### src/rtl/frame_pkg.sv
// rtl/frame_pkg.sv - state type, sync defaults and checksum helper for fifo_frame_packer (FRAME_SEQ_EN adds ST_SEQ)
package frame_pkg;

    typedef enum logic [3:0] {
        ST_IDLE,
        ST_SYNC0,
        ST_SYNC1,
        ST_LEN,
`ifdef FRAME_SEQ_EN
        ST_SEQ,
`endif
        ST_RD_REQ,
        ST_RD_CAP,
        ST_PAYLOAD,
        ST_CSUM
    } state_t;

    localparam logic [7:0] SYNC0_DEF = 8'hAA;
    localparam logic [7:0] SYNC1_DEF = 8'h55;

`ifdef FRAME_SEQ_EN
    localparam int HDR_LEN = 4;
`else
    localparam int HDR_LEN = 3;
`endif

    // Carries out of bit 7 are dropped on purpose: the checksum is a mod-256 sum.
    function automatic logic [7:0] csum8_add(input logic [7:0] acc, input logic [7:0] b);
        return acc + b;
    endfunction

endpackage

### src/rtl/fifo_frame_packer_if.sv
// rtl/fifo_frame_packer_if.sv - FIFO read port and framed byte stream between packer and its neighbours
interface fifo_frame_packer_if;
    logic        fifo_rd;
    logic [7:0]  fifo_dout;
    logic        fifo_empty;
    logic [15:0] fifo_cnt;
    logic [7:0]  out_data;
    logic        out_valid;
    logic        out_ready;
    logic        busy;
    logic        frame_done;

    modport master (
        output fifo_rd, out_data, out_valid, busy, frame_done,
        input  fifo_dout, fifo_empty, fifo_cnt, out_ready
    );

    modport slave (
        input  fifo_rd, out_data, out_valid, busy, frame_done,
        output fifo_dout, fifo_empty, fifo_cnt, out_ready
    );
endinterface

### src/rtl/fifo_frame_packer.sv
// rtl/fifo_frame_packer.sv - drains one payload from the byte FIFO and emits sync/len/[seq]/payload/csum frames
// FRAME_SEQ_EN inserts an 8-bit frame sequence byte after LEN.
module fifo_frame_packer
    import frame_pkg::*;
#(
    parameter int         PAYLOAD_LEN = 32,
    parameter logic [7:0] SYNC0       = SYNC0_DEF,
    parameter logic [7:0] SYNC1       = SYNC1_DEF
) (
    input  logic                  clk,
    input  logic                  rst,
    fifo_frame_packer_if.master   bus
);

    if (PAYLOAD_LEN < 1 || PAYLOAD_LEN > 255) begin : g_len_check
        $error("fifo_frame_packer: PAYLOAD_LEN must be within 1..255");
    end

    localparam logic [7:0]  LEN8     = 8'(PAYLOAD_LEN);
    localparam logic [15:0] LEN16    = 16'(PAYLOAD_LEN);
    localparam logic [7:0]  LAST_IDX = 8'(PAYLOAD_LEN - 1);

    state_t     state_q, state_d;
    logic [7:0] idx_q, idx_d;
    logic [7:0] csum_q, csum_d;
    logic [7:0] out_data_q, out_data_d;
    logic       out_valid_q, out_valid_d;
    logic       fifo_rd_q, fifo_rd_d;
    logic       busy_q, busy_d;
    logic       frame_done_q, frame_done_d;
`ifdef FRAME_SEQ_EN
    logic [7:0] seq_q, seq_d;
`endif

    logic accept;
    assign accept = out_valid_q && bus.out_ready;

    // fifo_rd is registered, so the strobe for RD_REQ is decided one cycle ahead.
    // This is safe because the packer is the FIFO's only reader: non-empty cannot turn empty meanwhile.
    always_comb begin
        state_d      = state_q;
        idx_d        = idx_q;
        csum_d       = csum_q;
        out_data_d   = out_data_q;
        out_valid_d  = out_valid_q;
        fifo_rd_d    = 1'b0;
        busy_d       = busy_q;
        frame_done_d = 1'b0;
`ifdef FRAME_SEQ_EN
        seq_d        = seq_q;
`endif
        case (state_q)
            ST_IDLE: begin
                if (bus.fifo_cnt >= LEN16) begin
                    state_d     = ST_SYNC0;
                    csum_d      = 8'h00;
                    idx_d       = 8'h00;
                    out_data_d  = SYNC0;
                    out_valid_d = 1'b1;
                    busy_d      = 1'b1;
                end
            end
            ST_SYNC0: begin
                if (accept) begin
                    state_d    = ST_SYNC1;
                    out_data_d = SYNC1;
                end
            end
            ST_SYNC1: begin
                if (accept) begin
                    state_d    = ST_LEN;
                    out_data_d = LEN8;
                end
            end
            ST_LEN: begin
                if (accept) begin
                    csum_d = csum8_add(csum_q, LEN8);
`ifdef FRAME_SEQ_EN
                    state_d    = ST_SEQ;
                    out_data_d = seq_q;
`else
                    state_d     = ST_RD_REQ;
                    out_valid_d = 1'b0;
                    fifo_rd_d   = !bus.fifo_empty;
`endif
                end
            end
`ifdef FRAME_SEQ_EN
            ST_SEQ: begin
                if (accept) begin
                    csum_d      = csum8_add(csum_q, seq_q);
                    state_d     = ST_RD_REQ;
                    out_valid_d = 1'b0;
                    fifo_rd_d   = !bus.fifo_empty;
                end
            end
`endif
            ST_RD_REQ: begin
                if (fifo_rd_q) state_d = ST_RD_CAP;
                else           fifo_rd_d = !bus.fifo_empty;
            end
            ST_RD_CAP: begin
                out_data_d  = bus.fifo_dout;
                out_valid_d = 1'b1;
                csum_d      = csum8_add(csum_q, bus.fifo_dout);
                state_d     = ST_PAYLOAD;
            end
            ST_PAYLOAD: begin
                if (accept) begin
                    if (idx_q == LAST_IDX) begin
                        idx_d      = 8'h00;
                        state_d    = ST_CSUM;
                        out_data_d = csum_q;
                    end else begin
                        idx_d       = idx_q + 8'd1;
                        state_d     = ST_RD_REQ;
                        out_valid_d = 1'b0;
                        fifo_rd_d   = !bus.fifo_empty;
                    end
                end
            end
            ST_CSUM: begin
                if (accept) begin
                    state_d      = ST_IDLE;
                    out_valid_d  = 1'b0;
                    busy_d       = 1'b0;
                    frame_done_d = 1'b1;
`ifdef FRAME_SEQ_EN
                    seq_d        = seq_q + 8'd1;
`endif
                end
            end
            default: state_d = ST_IDLE;
        endcase
    end

    always_ff @(posedge clk) begin
        if (rst) begin
            state_q      <= ST_IDLE;
            idx_q        <= 8'h00;
            csum_q       <= 8'h00;
            out_data_q   <= 8'h00;
            out_valid_q  <= 1'b0;
            fifo_rd_q    <= 1'b0;
            busy_q       <= 1'b0;
            frame_done_q <= 1'b0;
`ifdef FRAME_SEQ_EN
            seq_q        <= 8'h00;
`endif
        end else begin
            state_q      <= state_d;
            idx_q        <= idx_d;
            csum_q       <= csum_d;
            out_data_q   <= out_data_d;
            out_valid_q  <= out_valid_d;
            fifo_rd_q    <= fifo_rd_d;
            busy_q       <= busy_d;
            frame_done_q <= frame_done_d;
`ifdef FRAME_SEQ_EN
            seq_q        <= seq_d;
`endif
        end
    end

    assign bus.fifo_rd    = fifo_rd_q;
    assign bus.out_data   = out_data_q;
    assign bus.out_valid  = out_valid_q;
    assign bus.busy       = busy_q;
    assign bus.frame_done = frame_done_q;

endmodule

### src/flat_wrapper.sv
// flat-port wrapper written by rule: the top's interface ports become plain ports
module fifo_frame_packer_flat import frame_pkg::*;
#(
    parameter int         PAYLOAD_LEN = 32,
    parameter logic [7:0] SYNC0       = SYNC0_DEF,
    parameter logic [7:0] SYNC1       = SYNC1_DEF
)
  (clk, rst, bus_fifo_rd, bus_out_data, bus_out_valid, bus_busy, bus_frame_done, bus_fifo_dout, bus_fifo_empty, bus_fifo_cnt, bus_out_ready);
  fifo_frame_packer_if bus_i ();
  input  logic clk;
  input  logic rst;
  output wire logic [$bits(bus_i.fifo_rd)-1:0] bus_fifo_rd;
  output wire logic [$bits(bus_i.out_data)-1:0] bus_out_data;
  output wire logic [$bits(bus_i.out_valid)-1:0] bus_out_valid;
  output wire logic [$bits(bus_i.busy)-1:0] bus_busy;
  output wire logic [$bits(bus_i.frame_done)-1:0] bus_frame_done;
  input wire logic [$bits(bus_i.fifo_dout)-1:0] bus_fifo_dout;
  input wire logic [$bits(bus_i.fifo_empty)-1:0] bus_fifo_empty;
  input wire logic [$bits(bus_i.fifo_cnt)-1:0] bus_fifo_cnt;
  input wire logic [$bits(bus_i.out_ready)-1:0] bus_out_ready;
  assign bus_fifo_rd = bus_i.fifo_rd;
  assign bus_out_data = bus_i.out_data;
  assign bus_out_valid = bus_i.out_valid;
  assign bus_busy = bus_i.busy;
  assign bus_frame_done = bus_i.frame_done;
  assign bus_i.fifo_dout = bus_fifo_dout;
  assign bus_i.fifo_empty = bus_fifo_empty;
  assign bus_i.fifo_cnt = bus_fifo_cnt;
  assign bus_i.out_ready = bus_out_ready;
  fifo_frame_packer #(.PAYLOAD_LEN(PAYLOAD_LEN), .SYNC0(SYNC0), .SYNC1(SYNC1)) u_core (.clk(clk), .rst(rst), .bus(bus_i));
endmodule
### config.mk
export PLATFORM = sky130hd
export DESIGN_NAME = fifo_frame_packer_flat
export DESIGN_NICKNAME = d
export VERILOG_FILES = /design/src/rtl/frame_pkg.sv /design/src/rtl/fifo_frame_packer_if.sv /design/src/rtl/fifo_frame_packer.sv /design/src/flat_wrapper.sv
export SDC_FILE = /design/constraint.sdc
export NUM_CORES = 1
export LEC_CHECK = 0
export CELL_PAD_IN_SITES_DETAIL_PLACEMENT = 1
export CELL_PAD_IN_SITES_GLOBAL_PLACEMENT = 2
export CORE_UTILIZATION = 29
export CTS_CLUSTER_SIZE = 40
export DETAILED_ROUTE_END_ITERATION = 8
export GPL_TIMING_DRIVEN = 0
export PLACE_DENSITY = 0.85
export SKIP_LAST_GASP = 1
export SLEW_MARGIN = 0
export SYNTH_ARGS = -nofsm -noshare
export SYNTH_HDL_FRONTEND = slang
export SYNTH_SLANG_ARGS = --single-unit
### constraint.sdc
create_clock -name clk -period 2.7 [get_ports clk]
set_input_delay 0.81 -clock clk [delete_from_list [all_inputs] [get_ports clk]]
set_output_delay 0.81 -clock clk [all_outputs]
set_load 0.02 [all_outputs]
==> impl_metrics.xml <==
<?xml version="1.0" encoding="UTF-8"?>
<metrics>
  <group name="worst_setup_path">
    <metric name="rrSetupSlack" unit="ns">0.28</metric>
    <metric name="timing.critical_path.slowest_cell_delay" unit="ns">0.52</metric>
    <metric name="required" unit="ns">2.91</metric>
    <metric name="worst_reg2reg_path_length_in_cells" unit="">7</metric>
    <metric name="worstPathArrival" unit="ns">2.84</metric>
    <metric name="critical_path_class" unit="">input port to flip-flop</metric>
    <metric name="crit_path_max_fanout" unit="">9</metric>
    <metric name="end_kind" unit="">flip-flop</metric>
    <metric name="critical_path.startpoint_type" unit="">input port</metric>
    <metric name="timing.rr.start" unit="">u_core.state_q[1]$_SDFFE_PP0P_</metric>
    <metric name="timing.critical_path.cells" unit="">clkdlybuf4s50_1 -&gt; nor4_1 -&gt; and4_1 -&gt; buf_6 -&gt; or3b_1 -&gt; buf_2 -&gt; or4_1 -&gt; a21oi_1</metric>
    <metric name="cpMaxStageDelayCell" unit="">sky130_fd_sc_hd__or4_1</metric>
    <metric name="reg2reg_to" unit="">u_core.csum_q[5]$_SDFFE_PP0P_</metric>
  </group>
  <group name="yosys">
    <metric name="synthDistinctLibCells" unit="">50</metric>
    <metric name="syn_avg_cell_area" unit="um^2">7.75</metric>
    <metric name="synth_ff_type" unit="">sky130_fd_sc_hd__dfxtp_1</metric>
    <metric name="yosys_register_bits" unit="">31</metric>
    <metric name="yosys.area.top_type_share" unit="%">31.9</metric>
    <metric name="syn_area" unit="mm^2">0.00195</metric>
    <metric name="post-synth-top-area-cell" unit="">sky130_fd_sc_hd__dfxtp_1</metric>
    <metric name="synth-edff-count" unit="">0</metric>
    <metric name="synth_sequential_area_ratio" unit="%">31.9</metric>
    <metric name="synth_warnings" unit="">0</metric>
    <metric name="synth_top_cells_by_area" unit="">sky130_fd_sc_hd__dfxtp_1 (32%), sky130_fd_sc_hd__a21oi_1 (6.2%), sky130_fd_sc_hd__nor2_1 (6.0%)</metric>
    <metric name="syn_nets" unit="">289</metric>
    <metric name="netlist_instances" unit="">251</metric>
    <metric name="synthArstFlopShare" unit="%">0</metric>
  </group>
  <group name="min_path">
    <metric name="hold_depth" unit="">2</metric>
    <metric name="min_from" unit="">u_core.idx_q[1]$_SDFFE_PP0P_</metric>
    <metric name="timing.hold.worst.class" unit="">flip-flop to flip-flop</metric>
    <metric name="hold_end" unit="">u_core.idx_q[1]$_SDFFE_PP0P_</metric>
  </group>
  <group name="clock_tree">
    <metric name="clk_pin_slew" unit="ns">0.07</metric>
    <metric name="ctsRootBufferMaster" unit="">sky130_fd_sc_hd__clkbuf_8</metric>
    <metric name="clk_latency" unit="ns">0.29</metric>
    <metric name="cts_hold_buffers" unit="">0</metric>
    <metric name="cts_htree_levels" unit="">2</metric>
    <metric name="cts_made_buffers" unit="">5</metric>
    <metric name="clock_sinks" unit="">31</metric>
    <metric name="cts_tree" unit="">done</metric>
    <metric name="ctsLongestPathBuffers" unit="">2</metric>
  </group>
  <group name="pwr">
    <metric name="report.power.total" unit="mW">2.05</metric>
    <metric name="power.density" unit="mW/mm^2">821</metric>
    <metric name="max-vdd-ir-drop" unit="mV">0.243</metric>
    <metric name="power.static_leakage" unit="nW">0.920</metric>
  </group>
  <group name="final_layout">
    <metric name="fillers" unit="">797</metric>
    <metric name="final_core_area_utilization" unit="%">38.8</metric>
    <metric name="mostFrequentLayoutCell" unit="">sky130_fd_sc_hd__clkdlybuf4s50_1</metric>
    <metric name="syn2layout_area_growth" unit="%">28.0</metric>
    <metric name="layout.cells.most_common_list" unit="">sky130_fd_sc_hd__clkdlybuf4s50_1 (33), sky130_fd_sc_hd__nor2_1 (31), sky130_fd_sc_hd__dfxtp_1 (31), sky130_fd_sc_hd__a21oi_1 (23), sky130_fd_sc_hd__nand2_1 (21)</metric>
    <metric name="post_layout_nets" unit="">332</metric>
    <metric name="design_area" unit="mm^2">0.00249</metric>
    <metric name="post_route_cells_drive_above_1_share" unit="%">8.47</metric>
    <metric name="antenna-diode-count" unit="">0</metric>
  </group>
  <group name="run_status">
    <metric name="violations" unit="">design-rule violations</metric>
    <metric name="run_status" unit="">finished, violations left</metric>
  </group>
  <group name="global_routing">
    <metric name="via_count_of_the_first_global_routing_pass" unit="">2031</metric>
    <metric name="antenna_found_initial" unit="">0</metric>
    <metric name="grt_pass1_wl" unit="um">10600</metric>
    <metric name="globalRouteOverflowTotal" unit="">0</metric>
    <metric name="grt_use_total" unit="%">18.9</metric>
    <metric name="maximum_number_of_pins_on_one_net_before_global_route_repair" unit="">11</metric>
  </group>
  <group name="sta">
    <metric name="timing.final.ws_setup" unit="ns">0.0739</metric>
    <metric name="layout_worst_path_cycle_share" unit="%">97.3</metric>
    <metric name="finalHoldViolations" unit="">0</metric>
    <metric name="fin_worst_skew" unit="ns">0.00683</metric>
    <metric name="setup-violations-final" unit="">0</metric>
    <metric name="worstMarginPinSlew" unit="ns">0.649</metric>
    <metric name="max_slew_margin" unit="%">56.8</metric>
    <metric name="slew_viol_final" unit="">0</metric>
    <metric name="fmax" unit="MHz">381</metric>
    <metric name="timing.final.crit_period" unit="ns">2.63</metric>
  </group>
  <group name="placed_design">
    <metric name="placement.setup.worst_slack" unit="ns">-0.307</metric>
    <metric name="place.port_buffers" unit="">33</metric>
    <metric name="gp_congestion" unit="">0.787</metric>
    <metric name="place_area" unit="mm^2">0.00237</metric>
    <metric name="hpwl" unit="um">4710</metric>
  </group>
  <group name="routing">
    <metric name="route.detailed.drc" unit="">3</metric>
    <metric name="vias_cell" unit="">5.45</metric>
    <metric name="via_count" unit="">2029</metric>
    <metric name="drt_pre_antenna_iters" unit="">6</metric>
    <metric name="ant_nets" unit="">0</metric>
    <metric name="dr.first_iter.drc_count" unit="">95</metric>
    <metric name="drt-wirelength-per-cell" unit="um">17.0</metric>
    <metric name="totalWireLength" unit="um">6320</metric>
  </group>
  <group name="floorplan">
    <metric name="ios" unit="">40</metric>
    <metric name="initial_utilization" unit="%">30.3</metric>
    <metric name="die_y" unit="um">83.9</metric>
    <metric name="placement_rows" unit="">29</metric>
    <metric name="die_w" unit="um">83.9</metric>
    <metric name="fp.coreArea" unit="mm^2">0.00642</metric>
    <metric name="die-area" unit="mm^2">0.00704</metric>
  </group>
  <group name="job">
    <metric name="max-cap-violations" unit="">0</metric>
  </group>
</metrics>
metrics by stage:
step	hold WS [ns]	setup TNS [ns]	std cells
CTS	0.495	0	369
finish	0.492	0	372
detailed placement	0.484	-2.52	361
global placement	0.461	-2.23	361
floorplan	0.449	0	251
global route	0.501	-0.00441	372
cells in the mapped netlist, types with 2 or more instances:
library cell / number
sky130_fd_sc_hd__mux2i_1: 2
sky130_fd_sc_hd__nand3b_1: 2
sky130_fd_sc_hd__and3b_1: 2
sky130_fd_sc_hd__xor2_1: 2
sky130_fd_sc_hd__o21a_1: 2
sky130_fd_sc_hd__nor4_1: 4
sky130_fd_sc_hd__a22oi_1: 2
sky130_fd_sc_hd__a211oi_1: 4
sky130_fd_sc_hd__a21o_1: 2
sky130_fd_sc_hd__nand4_1: 3
sky130_fd_sc_hd__nor2_1: 31
sky130_fd_sc_hd__a21oi_1: 24
sky130_fd_sc_hd__dfxtp_1: 31
sky130_fd_sc_hd__ha_1: 9
sky130_fd_sc_hd__mux2_2: 2
sky130_fd_sc_hd__xnor2_1: 3
sky130_fd_sc_hd__or4_1: 2
sky130_fd_sc_hd__nand2_1: 21
sky130_fd_sc_hd__inv_1: 7
sky130_fd_sc_hd__or3_1: 3
sky130_fd_sc_hd__nand2b_1: 4
sky130_fd_sc_hd__o21ai_0: 15
sky130_fd_sc_hd__and2_1: 3
sky130_fd_sc_hd__a31oi_1: 6
sky130_fd_sc_hd__buf_2: 4
sky130_fd_sc_hd__nor2b_1: 3
sky130_fd_sc_hd__o211ai_1: 2
sky130_fd_sc_hd__nor3_1: 10
sky130_fd_sc_hd__buf_1: 3
sky130_fd_sc_hd__nor3b_1: 4
sky130_fd_sc_hd__a211o_1: 3
sky130_fd_sc_hd__and4_1: 2
sky130_fd_sc_hd__a311oi_1: 5
sky130_fd_sc_hd__clkbuf_1: 7
sky130_fd_sc_hd__nand3_1: 7
state kept, by name, summed over array words and instances (netlist names):
signal                 cells
u_core.csum_q              8
u_core.bus.out_data        8
u_core.state_q             3
u_core.idx_q               8
u_core.bus.fifo_rd         1
u_core.bus.out_valid       1
u_core.bus.frame_done      1
u_core.bus.busy            1
final cells by class:
| class | count | area, um^2 | share of cell area [%] |
|---|---|---|---|
| sequential | 31 | 621 | 24.9 |
| clock inverter | 1 | 5.00 | 0.201 |
| clock buffer | 7 | 76.3 | 3.06 |
| timing repair buffer | 36 | 353 | 14.2 |
| multi-input combinational | 197 | 1240 | 49.6 |
| tap | 77 | 96.3 | 3.87 |
| buffer | 16 | 77.6 | 3.11 |
| inverter | 7 | 26.3 | 1.05 |
per-layer routing:
layer / vias up / share of wire, % / GRT usage, %
li1: 1007 / - / -
met2: 35 / 46 / 29.7
met5: - / 0 / 0
met1: 981 / 50 / 27.1
met4: 0 / 0.89 / 4.55
met3: 6 / 3.3 / 2.77
where the power goes:
group	total, mW	switching [mW]	leakage (nW)	internal (mW)
combinational	1.07	0.617	0.625	0.453
sequential	0.610	0.0648	0.253	0.546
clock	0.366	0.185	0.0422	0.181
timing repair:
item	CTS	global route
buffers inserted	0	3
pin swaps	0	2
setup endpoints to repair	1	5
resized for setup	1	6
cells by family after synthesis:
| family | Yosys count | synth area share (%) |
|---|---|---|
| AOI/OAI and AO/OA | 74 | 24.0 |
| xor gates and xnor gates | 5 | 2.25 |
| adders and majority gates | 10 | 6.82 |
| buffers and inverters | 23 | 5.27 |
| DFF | 31 | 31.9 |
| muxes | 4 | 2.19 |
| and+or+nand+nor | 104 | 27.6 |
critical path: cells and delay by family:
family,cells,cell delay (ns)
AND/OR/NAND/NOR,4,1.09
buffers and inverters,3,0.79
AO/OA/AOI/OAI,1,0.15
how the worst max path moves through the flow:
stage                              startpoint                                   to
2_1_floorplan                bus_fifo_cnt[10]         u_core.idx_q[7]$_SDFFE_PP0P_
3_3_place_gp                 bus_fifo_cnt[10]  u_core.bus.out_data[3]$_SDFFE_PP0P_
3_5_place_dp                 bus_fifo_cnt[13]  u_core.bus.out_data[7]$_SDFFE_PP0P_
4_1_cts        u_core.state_q[1]$_SDFFE_PP0P_        u_core.csum_q[5]$_SDFFE_PP0P_
5_1_grt                      bus_fifo_cnt[13]         u_core.idx_q[4]$_SDFFE_PP0P_
6_report                     bus_fifo_cnt[13]         u_core.idx_q[7]$_SDFFE_PP0P_
Note: power is estimated with default switching activity, not from simulation.
